File: src/rtl/pipe_pkg.sv
// Shared definitions for the generic pipeline stage register and its neighbours.
// Holds the occupancy encoding, ID/EX control-bit positions and default widths.
package pipe_pkg;

    typedef enum logic [1:0] {
        EMPTY = 2'd0,
        ONE   = 2'd1,
        FULL  = 2'd2
    } stage_state_e;

    // Bit positions inside the ID/EX control word
    localparam int CTRL_REGDST       = 0;
    localparam int CTRL_ALUSRC       = 1;
    localparam int CTRL_MEMTOREG     = 2;
    localparam int CTRL_REGWRITE     = 3;
    localparam int CTRL_MEMREAD      = 4;
    localparam int CTRL_MEMWRITE     = 5;
    localparam int CTRL_BRANCHJUMP   = 6;
    localparam int CTRL_BRANCHJUMP_HI = 7;
    localparam int CTRL_ALUOP        = 8;
    localparam int CTRL_ALUOP_HI     = 9;

    localparam int DEF_DATA_W = 138;
    localparam int DEF_CTRL_W = 10;
    localparam int DEF_CNT_W  = 16;

endpackage

File: src/rtl/pipe_stage_reg_sat_counter.sv
// Saturating up-counter with asynchronous active-low clear.
// Sticks at all-ones; shared by the per-stage performance counters.
module sat_counter #(
    parameter int W = 16
) (
    input  logic         clk,
    input  logic         rst_n,
    input  logic         inc,
    output logic [W-1:0] count
);

    always_ff @(posedge clk or negedge rst_n) begin
        if (!rst_n) begin
            count <= '0;
        end else if (inc && (count != {W{1'b1}})) begin
            count <= count + 1'b1;
        end
    end

endmodule

File: src/rtl/pipe_stage_reg.sv
// Generic pipeline stage register: valid/ready handshake with a two-entry skid buffer,
// synchronous flush, and all-zero control whenever the output slot holds a bubble.
module pipe_stage_reg
    import pipe_pkg::*;
#(
    parameter int DATA_W = DEF_DATA_W,
    parameter int CTRL_W = DEF_CTRL_W,
    parameter int CNT_W  = DEF_CNT_W
) (
    input  logic              clk,
    input  logic              rst_n,
    input  logic              in_valid,
    output logic              in_ready,
    input  logic [CTRL_W-1:0] in_ctrl,
    input  logic [DATA_W-1:0] in_data,
    input  logic              flush,
    output logic              out_valid,
    input  logic              out_ready,
    output logic [CTRL_W-1:0] out_ctrl,
    output logic [DATA_W-1:0] out_data,
    output logic [CNT_W-1:0]  stall_cnt
);

    stage_state_e      state;
    stage_state_e      nextState;
    logic              acc;
    logic              take;
    logic              loadMainIn;
    logic              loadMainSkid;
    logic              loadSkid;
    logic [CTRL_W-1:0] mainCtrl;
    logic [CTRL_W-1:0] skidCtrl;
    logic [DATA_W-1:0] mainData;
    logic [DATA_W-1:0] skidData;

    assign acc  = in_valid & in_ready;
    assign take = out_valid & out_ready;

    always_ff @(posedge clk or negedge rst_n) begin
        if (!rst_n) begin
            state <= EMPTY;
        end else begin
            state <= nextState;
        end
    end

    always_comb begin
        nextState    = state;
        loadMainIn   = 1'b0;
        loadMainSkid = 1'b0;
        loadSkid     = 1'b0;
        case (state)
            EMPTY: begin
                if (acc) begin
                    nextState  = ONE;
                    loadMainIn = 1'b1;
                end
            end
            ONE: begin
                if (acc && take) begin
                    loadMainIn = 1'b1;
                end else if (acc) begin
                    nextState = FULL;
                    loadSkid  = 1'b1;
                end else if (take) begin
                    nextState = EMPTY;
                end
            end
            FULL: begin
                if (take) begin
                    nextState    = ONE;
                    loadMainSkid = 1'b1;
                end
            end
            default: nextState = EMPTY;
        endcase
        // A redirect squashes held entries and the input offered this same cycle
        if (flush) begin
            nextState    = EMPTY;
            loadMainIn   = 1'b0;
            loadMainSkid = 1'b0;
            loadSkid     = 1'b0;
        end
    end

    // Ready comes from state flops only, so no combinational path from out_ready
    always_comb begin
        in_ready  = (state != FULL);
        out_valid = (state != EMPTY);
        out_ctrl  = out_valid ? mainCtrl : '0;
        out_data  = mainData;
    end

    always_ff @(posedge clk or negedge rst_n) begin
        if (!rst_n) begin
            mainCtrl <= '0;
            mainData <= '0;
            skidCtrl <= '0;
            skidData <= '0;
        end else begin
            if (loadMainIn) begin
                mainCtrl <= in_ctrl;
                mainData <= in_data;
            end else if (loadMainSkid) begin
                mainCtrl <= skidCtrl;
                mainData <= skidData;
            end
            if (loadSkid) begin
                skidCtrl <= in_ctrl;
                skidData <= in_data;
            end
        end
    end

    sat_counter #(
        .W (CNT_W)
    ) u_stallCnt (
        .clk   (clk),
        .rst_n (rst_n),
        .inc   (out_valid & ~out_ready & ~flush),
        .count (stall_cnt)
    );

endmodule

File: config.mk
export PLATFORM = sky130hd
export DESIGN_NAME = pipe_stage_reg
export DESIGN_NICKNAME = d
export VERILOG_FILES = /design/src/rtl/pipe_pkg.sv /design/src/rtl/pipe_stage_reg_sat_counter.sv /design/src/rtl/pipe_stage_reg.sv
export SDC_FILE = /design/constraint.sdc
export NUM_CORES = 1
export LEC_CHECK = 0
export CAP_MARGIN = 25
export CORE_MARGIN = 10
export CORE_UTILIZATION = 46
export DETAILED_ROUTE_END_ITERATION = 7
export GPL_TIMING_DRIVEN = 0
export PLACE_DENSITY = 0.77
export SLEW_MARGIN = 20
export SYNTH_ARGS = -nofsm -noshare
export SYNTH_HDL_FRONTEND = slang
export SYNTH_HIERARCHICAL = 1
export SYNTH_SLANG_ARGS = --single-unit
File: constraint.sdc
create_clock -name clk -period 2.2 [get_ports clk]
set_clock_uncertainty 0.15 [all_clocks]
set_input_delay 0.22 -clock clk [delete_from_list [all_inputs] [get_ports clk]]
set_output_delay 0.22 -clock clk [all_outputs]
set_load 0.01 [all_outputs]
==> summary.txt, run 1 <==
Core ar. -> 0.0299 sq mm
N_diodes -> 0
Hold Crit Class -> input port to asynchronous set/reset pin
Via Count -> 8,785
Cell Area, Synth -> 0.0141 sq mm
Final Max Tran Viols -> 0
Initial antenna violation count -> 1
Via density per instance -> 5.23
Status -> complete, but fails checks
Final cell count without fillers -> 1,679
Synth Area per Inst -> 15.6 sq um
Clk sinks -> 314
Power Total -> 0.0212 W
Synthesized instance count -> 899
Finish-stage setup viols -> 10
F_max -> 451 MHz
Reg-to-Reg Start -> state[1]
Most frequent cells in the layout -> dfrtp_1, clkdlybuf4s50_1, mux2_2, mux2_4, mux2_1
Critical path arrival -> 2.45 ns
CTS tree -> done
Total congestion overflow -> 0
Clock buffer count from CTS -> 36
Fill count -> 2,172
Slew @ Worst Pin -> 0.584 ns
Leakage -> 8.57 nW
Slowest CP cell -> dfrtp_2
Final nets -> 1,425
Seq/Total Area, Yosys -> 55.9%
Worst Path Max Fanout -> 10
Final Critical Period -> 2.22 ns
Setup tns final -> -0.0541 ns
Routability cong. -> 0.881
Post-route DRC -> 0
Cells after DPL -> 1,610
Die area -> 0.0379 sq mm
Final wirelength -> 36.3 mm
Routed Antenna Nets -> 0
PortBufs -> 318
Count of final hold-check violations -> 0
Pre-CTS WS -> -0.591 ns
Layout area overhead -> 38.5%
Crit path top cell by count -> buf_12
Max-Cap Viols -> 0
Die height -> 195 um
Post-route clock period utilization -> 101%
H-tree levels -> 2
Commonest non-fill, non-tap cell in the layout -> dfrtp_1
Max incr delay on CP -> 0.46 ns
Unique masters post-synth -> 41
Finished Cell Area -> 0.0195 sq mm
Synth Register Bits -> 314
Worst-skew pair later-pin latency -> 0.51 ns
Starting Density -> 47.0%
Clk buf depth -> 3
First-pass detailed-route iteration total -> 4
Req. time, crit path -> 2.43 ns
Register-to-register setup slack -> -0.02 ns
Synth warnings -> 6
RSZ-0062 raised after global routing -> true
Failing checks -> negative setup slack
Setup CP Type -> flip-flop to flip-flop
Reg2reg end -> out_data[31]
CP endpoint kind -> flip-flop
Initial DRC count -> 345
Type of origin of the critical path -> flip-flop
PnR worst setup slack -> -0.0158 ns
Slew headroom -> 61.1%
Post-DP Area -> 0.0178 sq mm
Clock-pin slew on the worst setup and hold paths -> 0.06 ns
Vias in the first global route -> 9,443
Syn nets -> 1,053
R2R depth -> 7
Clock tree root driver cell -> clkbuf_16
VDD IR max -> 0.000587 V
Site Rows -> 63
First-pass GRT wire length -> 55.2 mm
Detail Placement HPWL -> 25.2 mm
GR Util All Layers -> 18.1%
Routed length per instance -> 21.6 um
Worst path cell trace -> nand2b_4 > nor3_4 > buf_12 > buf_12 > buf_8 > mux2_1 > mux2_2
Power Dens Cells -> 1090 mW/mm^2
Die span in x -> 195 um
Io pins -> 319
Share of layout cells above drive strength 1 -> 40.3%
Largest net degree at the start of global routing -> 96
[how the worst max path moves through the flow]
stage               slack, ns              endpoint      start
finish                  -0.02          out_data[31]   state[1]
global route            -0.07          out_data[31]   state[1]
CTS                     -0.07          out_data[89]   state[0]
detailed placement      -0.59  u_stallCnt/count[14]  out_ready
global placement       -13.10         out_data[107]      rst_n
floorplan                0.01  u_stallCnt/count[15]   state[1]
[worst max-delay path, delay by kind of cell (launching register included)]
| family | cells | cell delay (ns) |
|---|---|---|
| and+or+nand+nor | 2 | 0.42 |
| muxes | 2 | 0.63 |
| buffers and inverters | 3 | 0.44 |
| DFF | 1 | 0.46 |
[area by class of cell]
class	count	area [sq um]	area share, %
Clock inverter	7	90.1	0.463
Sequential cell	314	7860	40.4
Multi-Input combinational cell	533	6060	31.1
Tap cell	390	488	2.51
Timing Repair Buffer	335	3490	17.9
Buffer	49	464	2.38
Inverter	2	7.51	0.0386
Clock buffer	49	1010	5.19
[registers in the layout, summed over array words and instances (netlist names)]
| name | cells |
|---|---|
| u_stallCnt/count | 16 |
| skidCtrl | 10 |
| out_data | 138 |
| mainCtrl | 10 |
| state | 2 |
| skidData | 138 |
[cell usage after synthesis]
cell / instances / area [sq um]
nor4_2: 1 / 12.5
nand3_1: 6 / 30.0
mux2_4: 40 / 601
and3_1: 2 / 12.5
nor3b_1: 1 / 7.51
nand3_4: 2 / 35.0
nor3_4: 1 / 16.3
dfrtp_1: 314 / 7860
nand4_1: 9 / 56.3
buf_6: 18 / 203
mux2_1: 111 / 1250
nand2b_1: 2 / 12.5
o21ai_0: 1 / 5.00
clkbuf_1: 2 / 7.51
nand2_1: 5 / 18.8
xnor2_1: 5 / 43.8
a21oi_1: 5 / 25.0
a21boi_0: 1 / 7.51
ha_1: 1 / 12.5
o21bai_2: 1 / 11.3
o31ai_4: 1 / 21.3
nand3_2: 2 / 20.0
o21a_1: 3 / 22.5
nand2b_4: 1 / 13.8
and4_1: 2 / 17.5
nor3_1: 2 / 10.0
a32oi_1: 1 / 8.76
xor2_1: 2 / 17.5
nor2b_4: 1 / 13.8
mux2_2: 296 / 3330
nand4_4: 1 / 21.3
a41oi_1: 2 / 17.5
buf_2: 29 / 145
nor2_1: 9 / 33.8
and2_1: 1 / 6.26
inv_1: 2 / 7.51
a31oi_1: 2 / 12.5
buf_4: 1 / 7.51
nor2b_1: 11 / 68.8
nor4_4: 1 / 21.3
and3_2: 1 / 7.51
[layer usage]
layer  global-route usage [%]  wire (um)  vias up
met3                     5.61       2650       56
met5                        0         13        -
met2                     29.9      17500      245
li1                         -          -     3981
met1                     22.6      15400     4501
met4                     4.59        733        2
[stage by stage]
step                      hold slack, ns  util [%]
final                              0.108      65.2
after global routing               0.146      65.2
after CTS                          0.128      63.7
after detailed placement          0.0744      59.6
after global placement             0.317      59.3
after floorplan                   -0.226         -
[kinds of logic after synthesis]
family | count (synthesis) | share of synthesized area (%)
AOI/OAI and AO/OA | 17 | 0.935
and+or+nand+nor | 61 | 3.10
xor gates and xnor gates | 7 | 0.436
buffers and inverters | 52 | 2.64
DFF | 314 | 55.9
adders and majority gates | 1 | 0.0890
muxes | 447 | 36.9
[power breakdown]
group / leakage (nW) / switching, W / internal, W / total, W
Combinational: 4.17 / 0.00237 / 0.00441 / 0.00678
Clock: 0.534 / 0.00228 / 0.00342 / 0.00570
Sequential: 3.86 / 0.00105 / 0.00769 / 0.00874
Total: 8.57 / 0.00570 / 0.0155 / 0.0212
[repair_timing]
action	in CTS	in global routing
gates cloned	1	5
pin swaps	1	3
hold buffers	1	0
endpoints found under the hold margin	70	0
setup endpoints to repair	124	118
resized for setup	21	80
buffers inserted	3	4
Note: power is estimated with default switching activity, not from simulation.
==> inputs of run 2 (changes only) <==
- SKIP_LAST_GASP: default -> 1
==> run 2 against run 1 <==
The run still ends with negative setup slack left. Non-clock buffer count unchanged. Clock power is essentially flat. Flip-flop and latch count is the same. Total power down 1.0%. Critical path depth is the same. Critical path type unchanged.
==> summary.txt, run 2 (synthesized netlist as in run 1, its figures left out) <==
Fin util -> 64.7%
Via Count -> 8,755
Final nets -> 1,425
Via density per instance -> 5.21
Site Rows -> 63
Final Max Tran Viols -> 0
NetSw -> 0.00564 W
CP endpoint kind -> flip-flop
Routability cong. -> 0.881
GR Util All Layers -> 18.1%
Hold Crit Class -> input port to asynchronous set/reset pin
Sw Ratio -> 26.9%
Clock share of power -> 27.1%
Worst Path Max Fanout -> 9
Clock tree root driver cell -> clkbuf_16
Leakage -> 8.45 nW
Worst path cell trace -> nand2b_4 > nor3_4 > buf_12 > buf_16 > clkbuf_16 > mux2_1 > mux2_2
First-pass detailed-route iteration total -> 4
VDD IR max -> 0.000575 V
Share of total power in sequential cells -> 41.5%
Power Dens Cells -> 1090 mW/mm^2
Clk buf depth -> 3
Final wirelength -> 35.9 mm
H-tree levels -> 2
Final Critical Period -> 2.24 ns
Setup tns final -> -0.401 ns
WP buf/inv -> 3
Routed Antenna Nets -> 0
Routed length per instance -> 21.4 um
Internal Power -> 0.0154 W
Die height -> 195 um
Critical path arrival -> 2.47 ns
Starting Density -> 47.0%
Io pins -> 319
Count of final hold-check violations -> 0
Max incr delay on CP -> 0.46 ns
Core ar. -> 0.0299 sq mm
PnR worst setup slack -> -0.0354 ns
Vias in the first global route -> 9,443
Slew @ Worst Pin -> 0.582 ns
PortBufs -> 318
Most frequent cells in the layout -> dfrtp_1, clkdlybuf4s50_1, mux2_2, mux2_1, mux2_4
Clock buffer count from CTS -> 36
Post-route clock period utilization -> 102%
Post-route DRC -> 0
CTS tree -> done
Fill count -> 2,180
Die span in x -> 195 um
Finished Cell Area -> 0.0193 sq mm
Power Total -> 0.0210 W
Req. time, crit path -> 2.43 ns
Share of layout cells above drive strength 1 -> 37.3%
Initial DRC count -> 337
First-pass GRT wire length -> 55.2 mm
Max-Cap Viols -> 0
Finish-stage setup viols -> 38
Setup CP Type -> flip-flop to flip-flop
Clock-pin slew on the worst setup and hold paths -> 0.06 ns
Post-DP Area -> 0.0178 sq mm
Total congestion overflow -> 0
Slowest CP cell -> dfrtp_2
Final Hold Slack -> 0.118 ns
F_max -> 447 MHz
Largest net degree at the start of global routing -> 96
Detail Placement HPWL -> 25.2 mm
Type of origin of the critical path -> flip-flop
Crit-path leading delay family -> multiplexers
Commonest non-fill, non-tap cell in the layout -> dfrtp_1
Worst-skew pair later-pin latency -> 0.50 ns
Initial antenna violation count -> 1
Slew headroom -> 61.2%
Clk sinks -> 314
Combinational share of power -> 31.4%
Status -> complete, but fails checks
Die area -> 0.0379 sq mm
RSZ-0062 raised after global routing -> true
Failing checks -> negative setup slack
Layout area overhead -> 37.5%
-- run 2: final cells by class --
cell class	count	area, sq um	area share, %
sequential	314	7860	40.7
multi-input combinational	533	5900	30.6
timing repair buffer	335	3490	18.1
clock buffer	49	1010	5.23
tap	390	488	2.53
buffer	49	464	2.40
clock inverter	7	90.1	0.466
inverter	2	7.51	0.0389
antenna	1	2.50	0.0130
-- run 2: path summary, 6_finish.rpt --
path | startpoint | to | slack [ns] | cells past startpoint
worst max-delay path | state[1] | out_data[79] | -0.04 | 7
worst min-delay path | rst_n | out_data[41] | 0.12 | 2
worst max register to register | state[1] | out_data[79] | -0.04 | 7
worst min register to register | mainCtrl[9] | mainCtrl[9] | 0.33 | 1
max in group asynchronous | rst_n | skidData[101] | 0.47 | 4
min in group clk | in_data[25] | skidData[25] | 0.20 | 2
-- run 2: per-stage QoR --
step                      std cells  worst slack, ns
after floorplan                 899          0.00973
after global routing           1679          -0.0679
after global placement         1607           -13.10
after CTS                      1671          -0.0708
final                          1680          -0.0354
after detailed placement       1610           -0.591
-- run 2: routing by layer --
metal,track usage [%],routed length [um],vias up
met5,0,13,-
met4,4.59,744,2
met3,5.61,2610,58
met2,29.9,17300,254
met1,22.6,15200,4463
li1,-,-,3978
-- run 2: repair_timing --
action | 4_1_cts | 5_1_grt
pin swaps | 1 | 3
gates cloned | 1 | 5
setup endpoints to repair | 124 | 118
gates resized for setup | 21 | 39
endpoints found under the hold margin | 70 | 0
hold buffers | 1 | 0
buffers inserted | 3 | 4
-- run 2: power groups by stage --
stage	Combinational [W]	Clock [W]	Sequential (W)
2_1_floorplan	0.00271	0	0.00906
3_3_place_gp	0.00641	0	0.00870
6_report	0.00659	0.00569	0.00872
4_1_cts	0.00661	0.00584	0.00871
3_5_place_dp	0.00655	0	0.00877
5_1_grt	0.00707	0.00607	0.00895
